===== src/rtl/cpu_clock_ctrl_if.sv =====
// Control/status bundle between the board-side sequencer and its user.
// The master side drives the requests and the slave side drives the clock and status.
interface cpu_clock_ctrl_if #(
  parameter int unsigned CNT_WIDTH = 8,
  parameter int unsigned CYC_WIDTH = 32
);
  logic [CNT_WIDTH-1:0] div_half;
  logic                 run;
  logic                 step;
  logic                 soft_reset;
  logic                 cpu_clk;
  logic                 cpu_clk_rise;
  logic                 cpu_reset;
  logic                 halted;
  logic [CYC_WIDTH-1:0] cycle_count;

  modport master (
    output div_half, run, step, soft_reset,
    input  cpu_clk, cpu_clk_rise, cpu_reset, halted, cycle_count
  );

  modport slave (
    input  div_half, run, step, soft_reset,
    output cpu_clk, cpu_clk_rise, cpu_reset, halted, cycle_count
  );
endinterface


===== src/rtl/cpu_clock_ctrl.sv =====
// CPU clock divider and reset sequencer with run/halt/single-step control
// and a cycle counter of cpu_clk rising edges since the CPU left reset.
module cpu_clock_ctrl #(
  parameter int unsigned CNT_WIDTH    = 8,
  parameter int unsigned DEFAULT_HALF = 4,
  parameter int unsigned RST_HOLD     = 4,
  parameter int unsigned CYC_WIDTH    = 32
) (
  input  logic           CLK100MHZ,
  input  logic           reset,
  cpu_clock_ctrl_if.slave bus
);

  localparam int unsigned HOLD_W = (RST_HOLD > 1) ? $clog2(RST_HOLD) : 1;

  typedef enum logic [1:0] {
    S_HOLD = 2'd0,
    S_RUN  = 2'd1,
    S_HALT = 2'd2,
    S_STEP = 2'd3
  } state_t;

  state_t               state_q, state_nxt;
  logic [CNT_WIDTH-1:0] hc_q, hc_nxt;
  logic [CNT_WIDTH-1:0] h_q, h_nxt;
  logic [CNT_WIDTH-1:0] div_eff;
  logic [HOLD_W-1:0]    hold_q, hold_nxt;
  logic [CYC_WIDTH-1:0] cyc_q, cyc_nxt;
  logic                 clk_q, clk_nxt;
  logic                 rise_q, rise_nxt;
  logic                 rst_q, rst_nxt;
  logic                 halted_q, halted_nxt;
  logic                 active, at_term, period_end, hold_done;

  // A zero half-period request would stall the divider, so it runs at /2 instead.
  assign div_eff    = (bus.div_half == '0) ? CNT_WIDTH'(1) : bus.div_half;
  assign active     = (state_q != S_HALT);
  assign at_term    = active && (hc_q == (h_q - CNT_WIDTH'(1)));
  assign period_end = at_term && clk_q;
  assign hold_done  = (state_q == S_HOLD) && period_end &&
                      (hold_q == HOLD_W'(RST_HOLD - 1));

  // State register
  always_ff @(posedge CLK100MHZ or posedge reset) begin
    if (reset) state_q <= S_HOLD;
    else       state_q <= state_nxt;
  end

  // Next-state: transitions only at period boundaries, except leaving HALT
  always_comb begin
    state_nxt = state_q;
    if (bus.soft_reset) begin
      state_nxt = S_HOLD;
    end else begin
      case (state_q)
        S_HOLD: if (hold_done) state_nxt = bus.run ? S_RUN : S_HALT;
        S_RUN:  if (period_end && !bus.run) state_nxt = S_HALT;
        S_HALT: begin
          if (bus.run)       state_nxt = S_RUN;
          else if (bus.step) state_nxt = S_STEP;
        end
        S_STEP: if (period_end) state_nxt = bus.run ? S_RUN : S_HALT;
        default: state_nxt = S_HOLD;
      endcase
    end
  end

  // Next values of the divider, reset-hold counter and registered outputs
  always_comb begin
    hc_nxt     = hc_q;
    h_nxt      = h_q;
    hold_nxt   = hold_q;
    cyc_nxt    = cyc_q;
    clk_nxt    = clk_q;
    rise_nxt   = 1'b0;
    rst_nxt    = rst_q;
    halted_nxt = (state_nxt == S_HALT);
    if (bus.soft_reset) begin
      hc_nxt   = '0;
      h_nxt    = div_eff;
      hold_nxt = '0;
      cyc_nxt  = '0;
      clk_nxt  = 1'b0;
      rst_nxt  = 1'b1;
    end else if (!active) begin
      hc_nxt  = '0;
      clk_nxt = 1'b0;
    end else if (at_term) begin
      hc_nxt   = '0;
      clk_nxt  = ~clk_q;
      rise_nxt = ~clk_q;
      if (!clk_q && state_q != S_HOLD) cyc_nxt = cyc_q + CYC_WIDTH'(1);
      if (clk_q) begin
        h_nxt = div_eff;
        if (state_q == S_HOLD) begin
          if (hold_done) begin
            rst_nxt  = 1'b0;
            hold_nxt = '0;
          end else begin
            hold_nxt = hold_q + HOLD_W'(1);
          end
        end
      end
    end else begin
      hc_nxt = hc_q + CNT_WIDTH'(1);
    end
  end

  // Datapath and output registers
  always_ff @(posedge CLK100MHZ or posedge reset) begin
    if (reset) begin
      hc_q     <= '0;
      h_q      <= CNT_WIDTH'(DEFAULT_HALF);
      hold_q   <= '0;
      cyc_q    <= '0;
      clk_q    <= 1'b0;
      rise_q   <= 1'b0;
      rst_q    <= 1'b1;
      halted_q <= 1'b0;
    end else begin
      hc_q     <= hc_nxt;
      h_q      <= h_nxt;
      hold_q   <= hold_nxt;
      cyc_q    <= cyc_nxt;
      clk_q    <= clk_nxt;
      rise_q   <= rise_nxt;
      rst_q    <= rst_nxt;
      halted_q <= halted_nxt;
    end
  end

  assign bus.cpu_clk      = clk_q;
  assign bus.cpu_clk_rise = rise_q;
  assign bus.cpu_reset    = rst_q;
  assign bus.halted       = halted_q;
  assign bus.cycle_count  = cyc_q;

endmodule


===== src/flat_wrapper.sv =====
// flat-port wrapper written by rule: the top's interface ports become plain ports
module cpu_clock_ctrl_flat 
#(
  parameter int unsigned CNT_WIDTH    = 8,
  parameter int unsigned DEFAULT_HALF = 4,
  parameter int unsigned RST_HOLD     = 4,
  parameter int unsigned CYC_WIDTH    = 32
)
  (CLK100MHZ, reset, bus_div_half, bus_run, bus_step, bus_soft_reset, bus_cpu_clk, bus_cpu_clk_rise, bus_cpu_reset, bus_halted, bus_cycle_count);
  cpu_clock_ctrl_if #(.CNT_WIDTH(CNT_WIDTH), .CYC_WIDTH(CYC_WIDTH)) bus_i ();
  input  logic CLK100MHZ;
  input  logic reset;
  input wire logic [$bits(bus_i.div_half)-1:0] bus_div_half;
  input wire logic [$bits(bus_i.run)-1:0] bus_run;
  input wire logic [$bits(bus_i.step)-1:0] bus_step;
  input wire logic [$bits(bus_i.soft_reset)-1:0] bus_soft_reset;
  output wire logic [$bits(bus_i.cpu_clk)-1:0] bus_cpu_clk;
  output wire logic [$bits(bus_i.cpu_clk_rise)-1:0] bus_cpu_clk_rise;
  output wire logic [$bits(bus_i.cpu_reset)-1:0] bus_cpu_reset;
  output wire logic [$bits(bus_i.halted)-1:0] bus_halted;
  output wire logic [$bits(bus_i.cycle_count)-1:0] bus_cycle_count;
  assign bus_i.div_half = bus_div_half;
  assign bus_i.run = bus_run;
  assign bus_i.step = bus_step;
  assign bus_i.soft_reset = bus_soft_reset;
  assign bus_cpu_clk = bus_i.cpu_clk;
  assign bus_cpu_clk_rise = bus_i.cpu_clk_rise;
  assign bus_cpu_reset = bus_i.cpu_reset;
  assign bus_halted = bus_i.halted;
  assign bus_cycle_count = bus_i.cycle_count;
  cpu_clock_ctrl #(.CNT_WIDTH(CNT_WIDTH), .DEFAULT_HALF(DEFAULT_HALF), .RST_HOLD(RST_HOLD), .CYC_WIDTH(CYC_WIDTH)) u_core (.CLK100MHZ(CLK100MHZ), .reset(reset), .bus(bus_i));
endmodule

===== config.mk =====
export PLATFORM = sky130hd
export DESIGN_NAME = cpu_clock_ctrl_flat
export DESIGN_NICKNAME = d
export VERILOG_FILES = /design/src/rtl/cpu_clock_ctrl_if.sv /design/src/rtl/cpu_clock_ctrl.sv /design/src/flat_wrapper.sv
export SDC_FILE = /design/constraint.sdc
export NUM_CORES = 1
export LEC_CHECK = 0
export BUFFER_PORTS_ARGS = -buffer_cell sky130_fd_sc_hd__buf_2
export CORE_MARGIN = 10
export CORE_UTILIZATION = 30
export CTS_CLUSTER_DIAMETER = 120
export DETAILED_ROUTE_END_ITERATION = 10
export PLACE_DENSITY = 0.57
export SLEW_MARGIN = 0
export SYNTH_ARGS = -nofsm -noshare
export SYNTH_HDL_FRONTEND = slang
export SYNTH_SLANG_ARGS = --single-unit

===== constraint.sdc =====
create_clock -name CLK100MHZ -period 2.68 [get_ports CLK100MHZ]
set_clock_uncertainty 0.05 [all_clocks]
set_input_delay 0.134 -clock CLK100MHZ [delete_from_list [all_inputs] [get_ports CLK100MHZ]]
set_output_delay 0.134 -clock CLK100MHZ [all_outputs]
set_load 0.1 [all_outputs]

### Word level (Yosys, flattened, before mapping)

Index checks and enable logic that the tools add are counted.

* word-level logic and storage cells: 81
* memory bits (read-only): 0
* memories: 0
* bits in latches: 0
* bits in registers: 56
* bits in writable memories: 0
* input bits: 13
* output and inout port bits: 36

* reductions and logical operators: 21
* shifts and indexed selects: 0
* $lt $le $gt $ge: 0
* multipliers: 0
* divide/modulo/power cells: 0
* eq/ne operators: 8
* bitwise logic cells: 1
* add/subtract/negate cells: 4
* muxes and demuxes: 38

Operator list (number)
* $mux W32: 4
* $mux W8: 8
* $add A32 B1 Y32 const B: 1
* $mux W2: 13
* $reduce_bool A2 Y1: 7
* $mux W1: 12
* $add A8 B1 Y8 const B: 1
* $eq A2 B2 Y1 const B: 4
* $eq A8 B8 Y1: 1
* $logic_not A8 Y1: 1
* $pmux W2 S4: 1
* $sub A8 B1 Y8 const B: 1
* $logic_and A1 B1 Y1: 6
* $reduce_and A3 Y1: 2
* $reduce_and A5 Y1: 1
* $reduce_and A4 Y1: 1
* $ne A3 B3 Y1 const B: 1
* $add A2 B1 Y2 const B: 1
* $eq A2 B1 Y1 const B: 1
* $logic_not A1 Y1: 2
* $logic_not A2 Y1: 1
* $ne A2 B2 Y1 const B: 1
* $not A1 Y1: 1

### Logic depth before layout (Yosys ltp)

Gate-level depths: netlist of run 1.

* depth in word-level cells: 12
* mapped depth: 10
* gate-level depth less buffers: 8

### Worst setup path before layout of run 1

No wires, ideal clock.

* kind: register to register
* start: register u_core.cyc_q[3], in the netlist u_core.bus.cycle_count[3]
* end: register u_core.cyc_q[29], in the netlist u_core.bus.cycle_count[29]
* path slack: -421 ps
* required time: 2552 ps
* data arrival time: 2973 ps
* path buffers: 1
* library setup time: 78 ps
* period minus slack after synthesis: 3101 ps
* cell stages (with the launch flop): 8
* path through: dfrtp_1 > and4_1 > clkbuf_1 > nand2_1 > nor3_1 > nand3_1 > or4_1 > a21oi_1

* longest elaborated chain between the ends: 5

Ends and longest elaborated chain
* start: declaration: RTL line cpu_clock_ctrl.sv:28 `logic [CYC_WIDTH-1:0] cyc_q, cyc_nxt;`
* start signal: assignment: RTL line cpu_clock_ctrl.sv:124 `cyc_q <= cyc_nxt;`
* $add A32 B1 Y32: RTL line cpu_clock_ctrl.sv:92 `if (!clk_q && state_q != S_HOLD) cyc_nxt = cyc_q + CYC_WIDTH'(1);`
* $mux W32: RTL line cpu_clock_ctrl.sv:92
* $mux W32: RTL line cpu_clock_ctrl.sv:88 `end else if (at_term) begin`
* $mux W32: RTL line cpu_clock_ctrl.sv:85 `end else if (!active) begin`
* $mux W32: RTL line cpu_clock_ctrl.sv:78 `if (bus.soft_reset) begin`

No other way between the ends. The select of a mux whose other input is x is not followed.
A chain may end at the register's enable or synchronous reset.

### Worst setup path in the final report of run 1

* start: register u_core.h_q[0]
* end: register u_core.cyc_q[25], in the netlist u_core.bus.cycle_count[25]

* longest elaborated chain between the ends: 5

Ends and longest elaborated chain
* start: declaration: RTL line cpu_clock_ctrl.sv:25 `logic [CNT_WIDTH-1:0] h_q, h_nxt;`
* start signal: assignment: RTL line cpu_clock_ctrl.sv:113 `h_q <= CNT_WIDTH'(DEFAULT_HALF);`
* start signal: assignment: RTL line cpu_clock_ctrl.sv:122 `h_q <= h_nxt;`
* $sub A8 B1 Y8: RTL line cpu_clock_ctrl.sv:38 `assign at_term = active && (hc_q == (h_q - CNT_WIDTH'(1)));`
* $eq A8 B8 Y1: RTL line cpu_clock_ctrl.sv:38
* $logic_and A1 B1 Y1: RTL line cpu_clock_ctrl.sv:38
* $reduce_bool A2 Y1 (no line)
* $reduce_and A3 Y1 (no line)

No other way between the ends.

==> results of run 1 <==
state kept, by name, indices dropped and copies added, names as in the netlist:
name and flops:
u_core.state_q 2, u_core.bus.cpu_reset 1, u_core.bus.cpu_clk_rise 1, u_core.bus.cpu_clk 1, u_core.h_q 8, u_core.bus.cycle_count 32
u_core.hc_q 8, u_core.hold_q 2, u_core.bus.halted 1
per-layer routing:
layer | vias to the layer above | wire, um | global-route usage [%]
li1 | 1381 | - | -
met4 | 0 | 36 | 2.43
met5 | - | 0 | 0
met3 | 4 | 366 | 3.08
met1 | 1410 | 3870 | 14.1
met2 | 42 | 4230 | 18.6
per-stage QoR:
| stage | power [mW] | hold slack [ns] | setup WS [ns] | setup TNS (ns) |
|---|---|---|---|---|
| floorplan | 1.03 | 0.235 | -0.134 | -0.973 |
| global placement | 1.10 | 0.161 | -0.180 | -2.52 |
| detailed placement | 1.11 | 0.161 | -0.195 | -3.17 |
| CTS | 1.63 | 0.00132 | -0.136 | -2.74 |
| global route | 1.71 | 0.00141 | -0.214 | -6.54 |
| finish | 1.62 | 0.0161 | -0.126 | -2.73 |
layout make-up:
type	count	area (sq um)
Inverter	12	45.0
Multi-Input combinational cell	247	1770
Timing Repair Buffer	87	598
Clock inverter	2	15.0
Sequential cell	56	1420
Tap cell	136	170
Fill cell	1023	6230
Clock buffer	6	82.6
power breakdown:
| group | total, mW | internal [mW] | leakage [nW] | switching, mW |
|---|---|---|---|---|
| Sequential | 0.890 | 0.865 | 0.740 | 0.0247 |
| Combinational | 0.227 | 0.0982 | 0.924 | 0.128 |
| Clock | 0.507 | 0.210 | 0.0434 | 0.297 |
timing repair:
item	in CTS	in global routing
hold buffers	1	1
endpoints found under the setup margin	43	54
endpoints found under the hold margin	22	1
setup buffers	3	3
pin swaps	3	2
gates resized for setup	11	14
critical path, stage by stage (launching register included):
cell	delay, ns
dfrtp_1	0.42
or4_4	0.49
or4_4	0.45
a211oi_4	0.31
o2111ai_4	0.15
buf_12	0.20
or4_1	0.52
a21oi_2	0.14
layout by cell type, fill, tap and decap left out, drive strengths merged, types with 11 or more instances in the layout:
master	instances
or3	17
nand3	19
nand2	17
nor2	18
o21ai	21
buf	85
a21oi	34
or4	11
inv	12
dfrtp	54
final timing paths:
check                                   start                    endpoint  slack, ns  depth (start not counted)
setup / recovery                u_core.h_q[0]  u_core.bus.cycle_count[25]      -0.13                          7
hold / removal                bus_div_half[3]               u_core.h_q[3]       0.02                          2
setup reg to reg                u_core.h_q[0]  u_core.bus.cycle_count[25]      -0.13                          7
hold reg to reg            u_core.bus.cpu_clk     u_core.bus.cpu_clk_rise       0.47                          1
max in group asynchronous               reset        u_core.bus.cpu_reset       1.50                          4
min in group asynchronous               reset   u_core.bus.cycle_count[6]       0.34                          3
cells by family after synthesis:
family / share of synthesized area, %
AO/OA/AOI/OAI: 17.9
XOR/XNOR: 4.42
adder cells (fa/ha/maj): 1.58
buffers and inverters: 3.67
flip-flops: 44.3
multiplexers: 4.27
AND/OR/NAND/NOR: 23.9
==> metrics.md, run 1 <==
| Metric | Value |
|---|---|
| Worst skew pair latency | `0.31 ns` |
| First-pass GRT wire length | `13900 um` |
| Initial drt markers | `144` |
| Setup crit start kind | `flip-flop` |
| Mean routed wirelength per cell | `15.6 um` |
| Final Non-Filler Cells | `546` |
| Syn Area/Cell | `9.57 sq um` |
| P per Cell Area | `397 nW/um^2` |
| Dpl hpwl | `6070 um` |
| Mapped Cells | `331` |
| Layout cells sized above 1 | `34.1%` |
| Crit path max fanout | `28` |
| Outcome | `finished, violations left` |
| Top FF cell, synth | `dfrtp_1` |
| Std cell rows | `37` |
| Die area | `15100 sq um` |
| Total GRT Usage | `11.2%` |
| H-tree levels | `2` |
| Via count | `2837` |
| Async set-or-reset flop fraction in the synthesized netlist | `100%` |
| Largest net degree at the start of global routing | `33` |
| # DRC | `0` |
| Failing checks | `setup timing` |
| Cell with the most instances after synthesis | `dfrtp_1` |
| RSZ-0062 raised after global routing | `true` |
| Final worst slack | `-0.126 ns` |
| Die X | `123 um` |
| Synth cell count leaders | `dfrtp_1 (54), a21oi_1 (34), o21ai_0 (21)` |
| Number of global-route vias before repair | `2767` |
| Setup Viol. Count Final | `34` |
| Clock-pin slew on the worst setup and hold paths | `0.11 ns` |
| Final number of hold-violating endpoints | `0` |
| Arrival @ worst endpoint | `3.00 ns` |
| Slew Viols, Final | `0` |
| Yosys warns | `0` |
| HP Class | `in2reg` |
| Required time worst endpoint | `2.87 ns` |
| Slew @ Worst Pin | `0.527 ns` |
| Fmax | `356 MHz` |
| Relative slew margins | `64.8%` |
| Routed WL | `8500 um` |
| Placed cells | `530` |
| Largest area contributor in the netlist | `dfrtp_1` |
| CTS tree | `done` |
| EDFF count, synth | `0` |
| Number of diodes | `0` |
| Top cell type's share of synthesized area | `42.7%` |
| Layout area overhead | `29.2%` |
| DRT Pass-1 Iters | `4` |
| Minimum clock period | `2.81 ns` |
| Yosys cell types | `53` |
| CP Class | `reg2reg` |
| Core Region | `10300 sq um` |
| VDD IR max | `0.193 mV` |
| I/O Buffers | `48` |
| Max_cap viols | `0` |
| IO Pins | `49` |
| Cell area after placement | `3810 sq um` |
| Syn Nets | `348` |
| Initial Util | `30.7%` |
| Top cells by area, synth | `dfrtp_1 (43%), a21oi_1 (5.4%), or3_1 (3.4%)` |
| Synth Cell Area | `3170 sq um` |
| Clock buffer depth | `2` |
| Core occupancy in the finished layout | `39.7%` |
| CP Capture Type | `flip-flop` |
| Vias per inst | `5.20` |
| CTS sink count | `56` |
| Final Cell Area | `4090 sq um` |
| FF+latch count, synth | `56` |
| Post-synthesis sequential area ratio | `44.3%` |
| Num CTS Buffers | `5` |
| Final net count | `426` |
| Die Y | `123 um` |
| Clk Tree Root Cell | `clkbuf_8` |
| GRT overflow | `0` |
| Tcrit/Tclk final | `105%` |
| Final GP Congestion | `0.810` |
| Leak Pwr | `1.71 nW` |
| Initial antenna violation count | `0` |
| Routed Antenna Nets | `0` |
No activity file was read; power rests on OpenSTA's default activity.
==> run 2: changes to the inputs <==
--- a/config.mk
+++ b/config.mk
@@ -7,10 +7,10 @@
 export LEC_CHECK = 0
 export BUFFER_PORTS_ARGS = -buffer_cell sky130_fd_sc_hd__buf_2
 export CORE_MARGIN = 10
-export CORE_UTILIZATION = 30
+export CORE_UTILIZATION = 51
 export CTS_CLUSTER_DIAMETER = 120
 export DETAILED_ROUTE_END_ITERATION = 10
-export PLACE_DENSITY = 0.57
+export PLACE_DENSITY = 0.84
 export SLEW_MARGIN = 0
 export SYNTH_ARGS = -nofsm -noshare
 export SYNTH_HDL_FRONTEND = slang
==> run 2 against run 1 <==
Net effect:
- the run still ends with setup timing left
- critical path depth unchanged
- via count increased by 2.5%
- register-to-register slack got worse by 0.02 ns
- critical endpoint is now u_core.bus.cycle_count[29]
==> metrics.md, run 2 (same netlist as run 1, synthesis figures left out) <==
| Metric | Value |
|---|---|
| I/O Buffers | `48 (unchanged)` |
| Mean routed wirelength per cell | `17.2 um (was 15.6 um)` |
| Final hold slack | `0.00955 ns (was 0.0161 ns)` |
| Std cell rows | `28 (was 37)` |
| First-pass GRT wire length | `13700 um (was 13900 um)` |
| Most common cell after layout, fill and taps aside | `buf_2 (unchanged)` |
| Final number of hold-violating endpoints | `0 (unchanged)` |
| Max_cap viols | `0 (unchanged)` |
| Tcrit/Tclk final | `106% (was 105%)` |
| Minimum clock period | `2.83 ns (was 2.81 ns)` |
| Number of diodes | `0 (unchanged)` |
| Clock-pin slew on the worst setup and hold paths | `0.11 ns (about the same)` |
| Final net count | `424 (was 426)` |
| Clk Tree Root Cell | `clkbuf_8 (unchanged)` |
| Largest stage delay, worst path | `0.53 ns (was 0.52 ns)` |
| CP Capture Type | `flip-flop (unchanged)` |
| P per Cell Area | `399 nW/um^2 (was 397 nW/um^2)` |
| Relative slew margins | `42.8% (was 64.8%)` |
| Core occupancy in the finished layout | `67.6% (was 39.7%)` |
| Die Y | `98.8 um (was 123 um)` |
| Layout area overhead | `27.8% (was 29.2%)` |
| CP most frequent cell | `or4_4 (unchanged)` |
| Flop2flop setup slack | `-0.15 ns (was -0.13 ns)` |
| CTS sink count | `56 (unchanged)` |
| Final GP Congestion | `0.822 (was 0.810)` |
| Critical-path cell list | `or4_4, or4_4, a211oi_4, o2111ai_4, buf_12, or4_1, a21oi_1 (was or4_4, or4_4, a211oi_4, o2111ai_4, buf_12, or4_1, a21oi_2)` |
| RSZ-0062 raised after global routing | `true (unchanged)` |
| Vias per inst | `6.02 (was 5.20)` |
| Failing checks | `setup timing (unchanged)` |
| Commonest non-fill, non-tap cells in the layout | `buf_2 (48), dfrtp_1 (44), a21oi_1 (30) (was buf_2 (48), dfrtp_1 (44), a21oi_1 (32))` |
| Final worst slack | `-0.150 ns (was -0.126 ns)` |
| Hold path cells | `2 (unchanged)` |
| Routed Antenna Nets | `0 (unchanged)` |
| Leak Pwr | `1.71 nW (about the same)` |
| VDD IR max | `0.338 mV (was 0.193 mV)` |
| Setup Viol. Count Final | `37 (was 34)` |
| HP Class | `in2reg (unchanged)` |
| IO Pins | `49 (unchanged)` |
| Largest net degree at the start of global routing | `46 (was 33)` |
| Largest register FFs | `32 (unchanged)` |
| Initial antenna violation count | `0 (unchanged)` |
| Total GRT Usage | `16.4% (was 11.2%)` |
| Worst skew pair latency | `0.33 ns (was 0.31 ns)` |
| Final Non-Filler Cells | `483 (was 546)` |
| Num CTS Buffers | `5 (unchanged)` |
| Number of global-route vias before repair | `2892 (was 2767)` |
| Arrival @ worst endpoint | `3.02 ns (was 3.00 ns)` |
| Fmax | `353 MHz (was 356 MHz)` |
| Crit path max fanout | `14 (was 28)` |
| CP Class | `reg2reg (unchanged)` |
| Placed cells | `465 (was 530)` |
| Die area | `9760 sq um (was 15100 sq um)` |
| Routed WL | `8310 um (was 8500 um)` |
| Outcome | `finished, violations left (unchanged)` |
| Slew @ Worst Pin | `0.858 ns (was 0.527 ns)` |
| Layout cells sized above 1 | `35.0% (was 34.1%)` |
| DRT Pass-1 Iters | `4 (unchanged)` |
| Die X | `98.8 um (was 123 um)` |
| Core Region | `5990 sq um (was 10300 sq um)` |
| Worst R2R Path Depth | `7 (unchanged)` |
| Required time worst endpoint | `2.87 ns (about the same)` |
| Initial Util | `52.9% (was 30.7%)` |
| Initial drt markers | `125 (was 144)` |
| CTS tree | `done (unchanged)` |
| H-tree levels | `2 (unchanged)` |
| Setup crit start kind | `flip-flop (unchanged)` |
| Via count | `2907 (was 2837)` |
| Dpl hpwl | `5790 um (was 6070 um)` |
| Clock buffer depth | `2 (unchanged)` |
| # DRC | `0 (unchanged)` |
| Slew Viols, Final | `0 (unchanged)` |
| CP max stage cell | `or4_4 (was or4_1)` |
| GRT overflow | `0 (unchanged)` |
[run 2: per-layer routing]
metal / wire length [um] / up-vias / global-route usage, %
li1: - / 1381 / -
met2: 4320 / 82 / 27.7
met1: 3450 / 1435 / 20.2
met4: 105 / 0 / 4.63
met5: 0 / - / 0
met3: 436 / 9 / 3.91
[run 2: repair_timing]
action                                  4_1_cts  5_1_grt
buffers inserted                              4        4
endpoints found under the setup margin       38       51
hold buffers                                  1        0
pin swaps                                     3        9
resized for setup                             7       28
endpoints found under the hold margin        21        0
cloned                                        0        1
[run 2: area by class of cell]
class | count | area [sq um]
Timing Repair Buffer | 85 | 594
Clock inverter | 3 | 21.3
Multi-Input combinational cell | 247 | 1810
Tap cell | 75 | 93.8
Clock buffer | 5 | 68.8
Fill cell | 451 | 1940
Sequential cell | 56 | 1420
Inverter | 12 | 45.0
[run 2: power breakdown]
part	switching [mW]	total (mW)	internal, mW
Combinational	0.130	0.231	0.101
Clock	0.307	0.494	0.187
Sequential	0.0245	0.890	0.865
Total	0.462	1.61	1.15
[run 2: final timing paths]
kind,start,end
setup / recovery,u_core.h_q[1],u_core.bus.cycle_count[29]
hold / removal,bus_div_half[4],u_core.h_q[4]
setup reg to reg,u_core.h_q[1],u_core.bus.cycle_count[29]
hold reg to reg,u_core.bus.cpu_clk,u_core.bus.cpu_clk_rise
max in group asynchronous,reset,u_core.h_q[2]
min in group asynchronous,reset,u_core.bus.cycle_count[7]
[run 2: stage by stage]
| step | instance area, sq um | TNS [ns] | power, mW | worst slack (ns) |
|---|---|---|---|---|
| after floorplan | 3210 | -0.973 | 1.03 | -0.134 |
| after global placement | 3690 | -2.33 | 1.10 | -0.135 |
| after detailed placement | 3690 | -4.86 | 1.10 | -0.238 |
| after CTS | 3850 | -3.16 | 1.60 | -0.160 |
| after global routing | 4050 | -7.01 | 1.67 | -0.225 |
| final | 4050 | -3.99 | 1.61 | -0.150 |
[run 2: worst max-delay path, delay by kind of cell (launching register included)]
family / cells / cell delay (ns)
simple gates: 3 / 1.47
compound gates: 3 / 0.62
buf+inv: 1 / 0.19
flops: 1 / 0.40
==> run 3: changes to the inputs <==
--- a/config.mk
+++ b/config.mk
@@ -10,6 +10,7 @@
 export CORE_UTILIZATION = 51
 export CTS_CLUSTER_DIAMETER = 120
 export DETAILED_ROUTE_END_ITERATION = 10
+export GPL_TIMING_DRIVEN = 0
 export PLACE_DENSITY = 0.84
 export SLEW_MARGIN = 0
 export SYNTH_ARGS = -nofsm -noshare
==> run 3 against run 2 <==
Net effect:
- the run still ends with setup timing left
- routed wire length increased by 9.2%
- power increased by 7.6%
- clock power increased by 25%
- core utilization increased by 1.5 points
- non-clock buffer count decreased by 2
- maximum frequency decreased by 4.8%
- largest cell class unchanged
- highest routed layer unchanged
==> metrics.md, run 3 (same netlist as run 1, synthesis figures left out) <==
| Metric | Value |
|---|---|
| Outcome | `finished, violations left (unchanged)` |
| CP Class | `reg2reg (unchanged)` |
| Met1 usage | `20.6% (was 20.2%)` |
| Dpl hpwl | `5790 um (about the same)` |
| Relative slew margins | `57.3% (was 42.8%)` |
| Required time worst endpoint | `2.87 ns (about the same)` |
| Clock buffer depth | `2 (unchanged)` |
| HP Class | `in2reg (unchanged)` |
| Routed WL | `9080 um (was 8310 um)` |
| Final Cell Area | `4140 sq um (was 4050 sq um)` |
| Total GRT Usage | `17.3% (was 16.4%)` |
| Layout area overhead | `30.6% (was 27.8%)` |
| Cell area after placement | `3550 sq um (was 3690 sq um)` |
| Die Y | `98.8 um (unchanged)` |
| First-pass GRT wire length | `14600 um (was 13700 um)` |
| Number of diodes | `0 (unchanged)` |
| Initial Util | `52.9% (unchanged)` |
| Net switching power | `0.454 mW (was 0.462 mW)` |
| Internal | `1.28 mW (was 1.15 mW)` |
| Design Power | `1.74 mW (was 1.61 mW)` |
| Tcrit/Tclk final | `111% (was 106%)` |
| Initial antenna violation count | `0 (unchanged)` |
| DRT Pass-1 Iters | `4 (unchanged)` |
| Setup Viol. Count Final | `44 (was 37)` |
| Arrival @ worst endpoint | `3.16 ns (was 3.02 ns)` |
| RSZ-0062 raised after global routing | `true (unchanged)` |
| Clock-pin slew on the worst setup and hold paths | `0.10 ns (was 0.11 ns)` |
| Largest register FFs | `32 (unchanged)` |
| Slew @ Worst Pin | `0.640 ns (was 0.858 ns)` |
| # fillers | `440 (was 451)` |
| Commonest non-fill, non-tap cells in the layout | `buf_2 (50), dfrtp_1 (44), a21oi_1 (23) (was buf_2 (48), dfrtp_1 (44), a21oi_1 (30))` |
| TNS Setup | `-8.30 ns (was -3.99 ns)` |
| Leak Pwr | `1.69 nW (was 1.71 nW)` |
| Die X | `98.8 um (unchanged)` |
| VDD IR max | `0.262 mV (was 0.338 mV)` |
| Seq pwr share | `51.3% (was 55.1%)` |
| Crit path max fanout | `5 (was 14)` |
| GRT overflow | `0 (unchanged)` |
| Std cell rows | `28 (unchanged)` |
| GR Layer Usage met2 | `29.6% (was 27.7%)` |
| Max_cap viols | `0 (unchanged)` |
| Slew Viols, Final | `0 (unchanged)` |
| Failing checks | `setup timing (unchanged)` |
| Clock power share | `35.6% (was 30.6%)` |
| Mean routed wirelength per cell | `18.8 um (was 17.2 um)` |
| Vias per inst | `6.26 (was 6.02)` |
| Layout cells sized above 1 | `38.8% (was 35.0%)` |
| Number of global-route vias before repair | `3071 (was 2892)` |
| Most common cell after layout, fill and taps aside | `buf_2 (unchanged)` |
| Via count | `3018 (was 2907)` |
| Dpl ws | `-0.312 ns (was -0.238 ns)` |
| Met3 usage | `4.68% (was 3.91%)` |
| Multi-input gate area | `1910 sq um (was 1810 sq um)` |
| Routed Antenna Nets | `0 (unchanged)` |
| CTS tree | `done (unchanged)` |
| Worst skew pair latency | `0.33 ns (about the same)` |
| IO Pins | `49 (unchanged)` |
| Final net count | `423 (was 424)` |
| Final worst slack | `-0.292 ns (was -0.150 ns)` |
| Final GP Congestion | `0.839 (was 0.822)` |
| Largest net degree at the start of global routing | `34 (was 46)` |
| Most used routing layer | `met2 (unchanged)` |
| Initial drt markers | `132 (was 125)` |
| Combinational share of power | `13.1% (was 14.3%)` |
| Switching Share | `26.1% (was 28.6%)` |
| Minimum clock period | `2.97 ns (was 2.83 ns)` |
| Setup crit start kind | `flip-flop (unchanged)` |
| H-tree levels | `2 (unchanged)` |
| Die area | `9760 sq um (unchanged)` |
| CP Capture Type | `flip-flop (unchanged)` |
| I/O Buffers | `47 (was 48)` |
| P per Cell Area | `420 nW/um^2 (was 399 nW/um^2)` |
| Final number of hold-violating endpoints | `0 (unchanged)` |
| Final hold slack | `0.0103 ns (was 0.00955 ns)` |
| Clk Tree Root Cell | `clkbuf_8 (unchanged)` |
| Num CTS Buffers | `5 (unchanged)` |
| CTS sink count | `56 (unchanged)` |
| # DRC | `0 (unchanged)` |
| Fmax | `337 MHz (was 353 MHz)` |
| Core Region | `5990 sq um (unchanged)` |
| FF+latch area | `1420 sq um (unchanged)` |
-- run 3: what timing repair did --
action                                 in CTS  in global routing
gates resized for setup                    29                 45
gates cloned                                4                  0
setup endpoints to repair                  54                 55
buffers inserted                           15                  4
hold buffers                                1                  0
pin swaps                                  14                 21
endpoints found under the hold margin      22                  0
-- run 3: layout make-up --
| class | count | share of cell area, % |
|---|---|---|
| buffer | 13 | 2.15 |
| clock buffer | 7 | 2.33 |
| clock inverter | 1 | 0.726 |
| inverter | 12 | 1.09 |
| multi-input combinational | 248 | 46.2 |
| sequential | 56 | 34.2 |
| tap | 75 | 2.27 |
| timing repair buffer | 70 | 11.0 |
-- run 3: worst max-delay path, cell delays in order (launching register included) --
cell	delay, ns
dfrtp_1	0.41
or4_4	0.55
or4_4	0.46
a211oi_4	0.34
o2111ai_4	0.24
buf_4	0.22
buf_8	0.12
or3_1	0.34
a21oi_1	0.16
-- run 3: stage by stage --
stage               std cells  utilization [%]
floorplan                 331                -
global placement          453             59.0
detailed placement        454             59.3
CTS                       479             66.1
global route              482             69.1
finish                    482             69.1
-- run 3: path summary, 6_finish.rpt --
kind / cells after the start / end / start / slack, ns
hold reg to reg: 1 / u_core.bus.cpu_reset / u_core.bus.cpu_reset / 0.49
max in group asynchronous: 4 / u_core.h_q[2] / reset / 1.59
setup / recovery: 8 / u_core.bus.cycle_count[8] / u_core.h_q[0] / -0.29
min in group asynchronous: 3 / u_core.bus.cycle_count[31] / reset / 0.35
hold / removal: 2 / u_core.h_q[4] / bus_div_half[4] / 0.01
setup reg to reg: 8 / u_core.bus.cycle_count[8] / u_core.h_q[0] / -0.29
-- run 3: per-layer routing --
metal / vias up / share of wire (%)
met3: 27 / 7.2
li1: 1383 / -
met1: 1495 / 40
met2: 113 / 51
met4: 0 / 2.4
met5: - / 0
-- run 3: power by group through the flow --
stage | registers (mW) | clock network (mW) | logic (mW)
after floorplan | 0.903 | 0 | 0.132
after global placement | 0.906 | 0 | 0.167
after detailed placement | 0.907 | 0 | 0.178
after CTS | 0.890 | 0.624 | 0.211
after global routing | 0.894 | 0.654 | 0.246
final | 0.891 | 0.617 | 0.228
